$ cat config.mk
export PLATFORM = sky130hd
export DESIGN_NAME = crypt_batch_sequencer
export DESIGN_NICKNAME = d
export VERILOG_FILES = /design/src/rtl/crypt_batch_sequencer.sv
export SDC_FILE = /design/constraint.sdc
export NUM_CORES = 1
export LEC_CHECK = 0
export BUFFER_PORTS_ARGS = -buffer_cell sky130_fd_sc_hd__clkbuf_2
export CAP_MARGIN = 5
export CORE_AREA = 2 2 359 361
export DETAILED_ROUTE_END_ITERATION = 12
export DIE_AREA = 0 0 361 363
export PLACE_DENSITY_LB_ADDON = 0.25
export SLEW_MARGIN = 25
export SYNTH_ARGS = -nofsm -noshare
export SYNTH_HDL_FRONTEND = slang
export SYNTH_SLANG_ARGS = --single-unit
$ cat constraint.sdc
create_clock -name usb_clk -period 2.9 [get_ports usb_clk]
set_clock_uncertainty 0.15 [all_clocks]
set_input_delay 0.29 -clock usb_clk [delete_from_list [all_inputs] [get_ports usb_clk]]
set_output_delay 0.29 -clock usb_clk [all_outputs]
set_load 0.05 [all_outputs]
$ cat src/rtl/crypt_batch_sequencer.sv
// Batch encryption sequencer: runs N back-to-back AES encryptions with the iteration
// index inserted into key/text, tracking the last ciphertext and an XOR of all ciphertexts.
module crypt_batch_sequencer #(
    parameter int unsigned pIDX_BITS   = 8,
    parameter int unsigned pTIMEOUT    = 1024,
    parameter int unsigned pDATA_WIDTH = 128
) (
    input  logic                   usb_clk,
    input  logic                   reset_n,
    input  logic [pDATA_WIDTH-1:0] cfg_key,
    input  logic [pDATA_WIDTH-1:0] cfg_text,
    input  logic [pIDX_BITS:0]     cfg_count,
    input  logic                   batch_go,
    input  logic                   batch_abort,
    output logic [pDATA_WIDTH-1:0] core_key,
    output logic [pDATA_WIDTH-1:0] core_text,
    output logic                   core_start,
    input  logic                   core_done,
    input  logic [pDATA_WIDTH-1:0] core_cipher,
    output logic                   batch_busy,
    output logic                   batch_done,
    output logic [pIDX_BITS:0]     iter_cnt,
    output logic [pDATA_WIDTH-1:0] last_cipher,
    output logic [pDATA_WIDTH-1:0] cipher_xor,
    output logic                   err_timeout
);

    localparam int unsigned DW  = pDATA_WIDTH;
    localparam int unsigned IW  = pIDX_BITS;
    localparam int unsigned CW  = pIDX_BITS + 1;
    localparam int unsigned WDW = (pTIMEOUT > 2) ? $clog2(pTIMEOUT) : 1;

    // Watchdog value whose increment reaches pTIMEOUT-1
    localparam logic [WDW-1:0] WD_LAST  = WDW'(pTIMEOUT - 2);
    localparam logic [DW-1:0]  IDX_MASK = {{(DW-IW){1'b0}}, {IW{1'b1}}};

    typedef enum logic [2:0] {
        S_IDLE,
        S_LOAD,
        S_START,
        S_WAIT,
        S_FINISH
    } state_t;

    state_t          state, state_next;
    logic [DW-1:0]   key_q, text_q;
    logic [CW-1:0]   count_q;
    logic [IW-1:0]   idx_q;
    logic [WDW-1:0]  wd_q;
    logic [CW-1:0]   iter_inc;
    logic            accept, load, capture, expire, aborting;

    assign iter_inc = iter_cnt + CW'(1);
    assign aborting = batch_abort && (state != S_IDLE);

    // Next-state and per-cycle control decode
    always_comb begin
        state_next = state;
        accept     = 1'b0;
        load       = 1'b0;
        capture    = 1'b0;
        expire     = 1'b0;
        case (state)
            S_IDLE: begin
                if (batch_go) begin
                    accept     = 1'b1;
                    state_next = (cfg_count == '0) ? S_FINISH : S_LOAD;
                end
            end
            S_LOAD: begin
                load       = 1'b1;
                state_next = S_START;
            end
            S_START: state_next = S_WAIT;
            S_WAIT: begin
                if (core_done) begin
                    capture    = 1'b1;
                    state_next = (iter_inc == count_q) ? S_FINISH : S_LOAD;
                end else if (wd_q == WD_LAST) begin
                    expire     = 1'b1;
                    state_next = S_FINISH;
                end
            end
            S_FINISH: state_next = S_IDLE;
            default:  state_next = S_IDLE;
        endcase
        if (aborting) begin
            state_next = S_IDLE;
            load       = 1'b0;
            capture    = 1'b0;
            expire     = 1'b0;
        end
    end

    always_ff @(posedge usb_clk or negedge reset_n) begin
        if (!reset_n) begin
            state       <= S_IDLE;
            key_q       <= '0;
            text_q      <= '0;
            count_q     <= '0;
            idx_q       <= '0;
            wd_q        <= '0;
            core_key    <= '0;
            core_text   <= '0;
            core_start  <= 1'b0;
            batch_busy  <= 1'b0;
            batch_done  <= 1'b0;
            iter_cnt    <= '0;
            last_cipher <= '0;
            cipher_xor  <= '0;
            err_timeout <= 1'b0;
        end else begin
            state      <= state_next;
            batch_busy <= (state_next != S_IDLE);
            core_start <= (state == S_START) && !aborting;
            batch_done <= (state == S_FINISH) && !aborting;

            if (accept) begin
                key_q       <= cfg_key;
                text_q      <= cfg_text;
                count_q     <= cfg_count;
                idx_q       <= '0;
                iter_cnt    <= '0;
                cipher_xor  <= '0;
                err_timeout <= 1'b0;
            end

            if (load) begin
                core_key  <= (key_q  & ~IDX_MASK) | DW'(idx_q);
                core_text <= (text_q & ~IDX_MASK) | DW'(idx_q);
            end

            if (state == S_START) begin
                wd_q <= '0;
            end else if (state == S_WAIT) begin
                wd_q <= wd_q + WDW'(1);
            end

            if (capture) begin
                last_cipher <= core_cipher;
                cipher_xor  <= cipher_xor ^ core_cipher;
                iter_cnt    <= iter_inc;
                idx_q       <= idx_q + IW'(1);
            end

            if (expire) begin
                err_timeout <= 1'b1;
            end
        end
    end

endmodule

# Yosys cells after proc, flatten, opt, wreduce, memory -nomap -nowiden
# Cells that the tools add are included.
dict set report op_classes {
  muxes 28
  n_bitwise 3
  n_eq_ne 6
  div 0
  n_shift 0
  n_lt_le_gt_ge 0
  n_mul 0
  addsub 3
  n_reduce_logical 11
}
# op count
set ops {}
lappend ops {{128-bit two-way mux} 2}
lappend ops {{128-bit by 8-bit bitwise OR with 128-bit output} 2}
lappend ops {{128-bit XOR} 1}
lappend ops {{10-bit two-way mux} 2}
lappend ops {{3-bit two-way mux} 6}
lappend ops {{9-bit two-way mux} 2}
lappend ops {{8-bit two-way mux} 2}
lappend ops {{1-bit two-way mux} 13}
lappend ops {{3-bit case mux with 4 select lines} 1}
lappend ops {{10-bit by 1-bit adder with 10-bit output (second input constant)} 1}
lappend ops {{10-bit equality test (second input constant)} 1}
lappend ops {{9-bit by 1-bit adder with 9-bit output (second input constant)} 1}
lappend ops {{9-bit equality test} 1}
lappend ops {{9-bit zero test} 1}
lappend ops {{8-bit by 1-bit adder with 8-bit output (second input constant)} 1}
lappend ops {{3-bit by 2-bit equality test with 1-bit output (second input constant)} 2}
lappend ops {{2-bit nonzero test} 3}
lappend ops {{3-bit nonzero test} 2}
lappend ops {{3-bit by 1-bit equality test with 1-bit output (second input constant)} 1}
lappend ops {{3-bit equality test (second input constant)} 1}
lappend ops {{1-bit logical AND} 3}
lappend ops {{3-bit zero test} 1}
lappend ops {{1-bit zero test} 1}
dict set report word_totals {
  in_bits 398
  ramBits 0
  mem_count 0
  output_inout_bits 525
  wordCells 66
  reg_bits 811
  latchBits 0
  romBits 0
}

# Logic depth before layout (Yosys ltp)
dict set report depth {
  depth_word 7
  depth_mapped 8
  ltp_nobuf 7
}

# Worst setup path after synthesis
# OpenSTA, ideal clock, no wires.
dict set report synth_timing {
  path_type {register to register}
  from {register iter_cnt[0]}
  to {register state[2]}
  setup_ns 0.104
  path_buffers 1
  setup_slack_ns 0.360
  stages_incl_launch_ff 8
  t_required_ns 2.646
  synth_period_minus_slack_ns 2.540
  arrival_time_ns 2.287
  cell_sequence {dfrtp_1 -> ha_1 -> buf_6 -> xor3_1 -> nor3_1 -> o2111ai_1 -> a211o_1 -> o41ai_2}
}
dict set report synth_between {
  elab_chain_cells 6
}
# item line
set synth_rtl {}
lappend synth_rtl {{start, declared} 22} ;# output logic [pIDX_BITS:0] iter_cnt,
lappend synth_rtl {{start signal, assigned} 142} ;# iter_cnt <= iter_inc;
lappend synth_rtl {{9-bit by 1-bit adder with 9-bit output} 53} ;# assign iter_inc = iter_cnt + CW'(1);
lappend synth_rtl {{9-bit equality test} 78} ;# state_next = (iter_inc == count_q) ? S_FINISH : S_LOAD;
lappend synth_rtl {{3-bit two-way mux} 78}
lappend synth_rtl {{3-bit two-way mux} 76} ;# if (core_done) begin
lappend synth_rtl {{3-bit case mux with 4 select lines} 63} ;# case (state)
lappend synth_rtl {{3-bit two-way mux} 87} ;# if (aborting) begin
lappend synth_rtl {{via state_next[2]} 45} ;# state_t state, state_next;
lappend synth_rtl {{end signal, assigned} 113} ;# state <= state_next;
lappend synth_rtl {{end, declared} 45}
# The timed path passes the listed nets, and every way through them passes these cells.
# A chain may end at the register's enable or synchronous reset.

# Worst setup path in the final report
dict set report layout_timing {
  from {register state[0]}
  to {register text_q[33]}
}
dict set report layout_between {
  elab_chain_cells 2
}
# item line
set layout_rtl {}
lappend layout_rtl {{3-bit zero test} 63}
lappend layout_rtl {{1-bit two-way mux} 63}
lappend layout_rtl {{end signal, assigned} 120} ;# text_q <= cfg_text;
lappend layout_rtl {{end, declared} 46} ;# logic [DW-1:0] key_q, text_q;
# Every way passes these cells.

==> results.md <==
- Layout cells sized above 1: 0.327
- Clock H-tree levels: 3
- PD cells: between 1000 and 1500 mW/mm^2
- RSZ-0062 raised after global routing: false
- Critical path arrival: ~2900 ps
- FFs w/ async S/R, synth: 1.00
- Number of max-cap violations: 0
- Antenna Nets Post-Route: 0
- Die Ht: 363 um
- Vias in the first global route: between 20,000 and 30,000
- Switch Pwr: ~0.022 W
- FMAX: ~0.42 GHz
- Hold-fix buffers, CTS: around 380
- Clock transition at path regs: roughly 60 ps
- Clk pwr share: 0.241
- CTS resizes: 0
- CTS sink count: between 700 and 800
- Final setup violation count: 0
- Placer Congestion: between 0.8 and 0.9
- Detailed Place HPWL: between 70,000 and 80,000 um
- Ys Warns: 0
- HP Class: input pin to flip-flop
- Antenna violations before repair: 5
- Crit Reg-Reg Endpoint: text_q[33]
- Max Slew Vio Count: 0
- Count of cell types in the netlist: just under 50
- Highest ir drop seen on vdd: 0.626 mV
- Sw frac: 0.448
- Max_slew headroom: 0.478
- Status: completed
- Count of input and output buffers: 906
- Mapped Nets: about 3,200
- Hold slack final: around 180 ps
- WP data required: approximately 3400 ps
- Crit path to: text_q[33]
- Die ar.: around 0.13 mm^2
- Number of setup buffers added after CTS: 0
- Total Routing Usage GR: 0.157
- Hold Fails Final Rpt: 0
- FF-to-FF path depth: 6
- Leakage Power: roughly 23 nW
- Die width: 361 um
- CTS tree: done
- Area Overhead vs Synth: 46.5%
- EDFF count, synth: 0
- Pin count of the biggest net entering global routing: ~110
- Routed len/inst: approximately 18 um
- Power Internal: roughly 0.028 W
- Root buf cell: clkbuf_16
- Initial Utilization: 0.235
- Reg-to-reg startpoint: state[0]
- Post-route minimum period: between 2000 and 2500 ps
- Placed inst area: approximately 0.037 mm^2
- Cts bufs inserted: 92
- Seq cells post-synth: 787
- Synth top cells by count: 1,160 x nand2_1, 787 x dfrtp_1, 213 x mux2_2
- DRC Markers: 0
- Final #Nets: about 4,400
- Flop-to-flop setup slack: approximately 500 ps
- CP Launch Type: flip-flop
- Gr ovfl total: 0
- First-pass detailed-route iteration total: 5
- Detailed Route WL: approximately 100,000 um
- # rows: approximately 130
- Crit path launch: state[0]
- Final Cycle Share: 0.828
- Crit-path max FO: 36
- Yosys top cell area share: 0.660
- Seq/Total Area, Yosys: 0.660
- Largest cells by area after synthesis: dfrtp_1 66%, nand2_1 15%, mux2_2 8.0%, nand3_1 2.3%, o21ai_1 2.1%
- Core area: approximately 0.13 mm^2
- Vias: roughly 24,000
- Biggest area consumer among synthesized cells: dfrtp_1
- Most common cell in the synthesized netlist: nand2_1
- Post-Synthesis Cells: about 2,700
- Fin area: 0.0437 mm^2
- Post-route insts no fill: 5,787
- Setup TNS: 0 ps
- Layout filler cell count: roughly 13,000
- Combinational Power Share: 0.408
- DR vias/cell: between 4 and 5
- Setup CP Type: flip-flop to flip-flop
- CP Capture Type: flip-flop
- Clock insertion delay at the later pin of the skew report: 690 ps
- Worst-margin pin slew: 782 ps
- Seq pwr share: 0.351
- Global-route wire length before repair: roughly 160,000 um
- DRT iter0 DRCs: ~1,500
- Top-level I/O count: slightly above 900
- Synthesized area per cell: around 11 um^2
- Dpl cells: between 5,000 and 6,000
- Mapped Area: between 0.02 and 0.03 mm^2
- Post-synth top flop: dfrtp_1
- Clk buf depth: 3
critical path, stage by stage, from the launching register on:
cell     delay (ps)
dfrtp_1         500
or2_2           360
nor3b_2         450
buf_12          270
buf_4           380
nand2_1         100
nand2_1          70
kinds of logic after synthesis:
kind of cell / Yosys count / synth area share
flops: 787 / 0.660
mux: 253 / 0.0953
simple gates: 1359 / 0.181
compound gates: 179 / 0.0325
xor+xnor: 16 / 0.00520
buf+inv: 151 / 0.0244
fa+ha+maj: 4 / 0.00168
worst min path at each step:
stage | cells after the start | to | start | slack (ps)
global placement | 1 | last_cipher[71] | reset_n | 130
global route | 4 | key_q[65] | cfg_key[65] | 130
detailed placement | 1 | last_cipher[71] | reset_n | 120
floorplan | 0 | batch_busy | reset_n | -160
CTS | 4 | key_q[105] | cfg_key[105] | 90
finish | 4 | key_q[105] | cfg_key[105] | 180
state kept, by name (all words and copies together), names as in the netlist:
register and flops:
cipher_xor 128, core_text 120, text_q 120, last_cipher 128
err_timeout 1, batch_busy 1, core_start 1, batch_done 1
core_key 128, state 3, wd_q 10, key_q 120
iter_cnt 9, idx_q 8, count_q 9
layout by cell type (no fill, tap or decap), drive strengths merged, types with 2 or more instances in the layout:
cell and count:
nor3 10, and3 4, dfrtp 787, nor3b 2
clkinv 23, diode 4, a21oi 7, buf 63
xor2 9, ha 4, clkinvlp 4, nand3b 2
nor2 20, or3 5, o41ai 4, a31oi 4
nand4 9, dlygate4sd3 381, o31ai 3, nand2b 2
and4 3, clkbuf 1039, mux2i 5, inv 7
nand2 1160, xnor2 6, o21ai 152, bufinv 6
nand3 135, mux2 248, nor4 4
per-layer routing:
metal | GRT usage | up-vias | share of wire
met5 | 0 | - | 0
met4 | 0.0571 | 0 | 0.037
met3 | 0.0483 | 173 | 0.067
met2 | 0.265 | 675 | 0.48
met1 | 0.190 | 11600 | 0.41
li1 | - | 11600 | -
stage by stage:
step            util  total power, W  setup WS, ps
2_1_floorplan      -          0.0318           360
3_3_place_gp   0.288          0.0379           421
3_5_place_dp   0.289          0.0381           472
4_1_cts        0.344          0.0510           468
5_1_grt        0.344          0.0531           331
6_report       0.344          0.0503           499
power groups by stage:
stage	clock [W]	combinational, W	sequential, W
2_1_floorplan	0	0.00545	0.0263
3_3_place_gp	0	0.0203	0.0177
3_5_place_dp	0	0.0203	0.0178
4_1_cts	0.0125	0.0208	0.0177
5_1_grt	0.0130	0.0219	0.0182
6_report	0.0121	0.0205	0.0177
layout make-up:
type                       count  area, um^2  share of cell area
inverter                       4        15.0            0.000343
sequential                   787       19700               0.450
antenna                        4        10.0            0.000229
multi-input combinational   1811        9440               0.216
timing repair buffer        1349        9260               0.212
clock buffer                 134        2740              0.0627
tap                         1662        2080              0.0476
clock inverter                36         480              0.0110
Power figures use the tool's default switching activity.
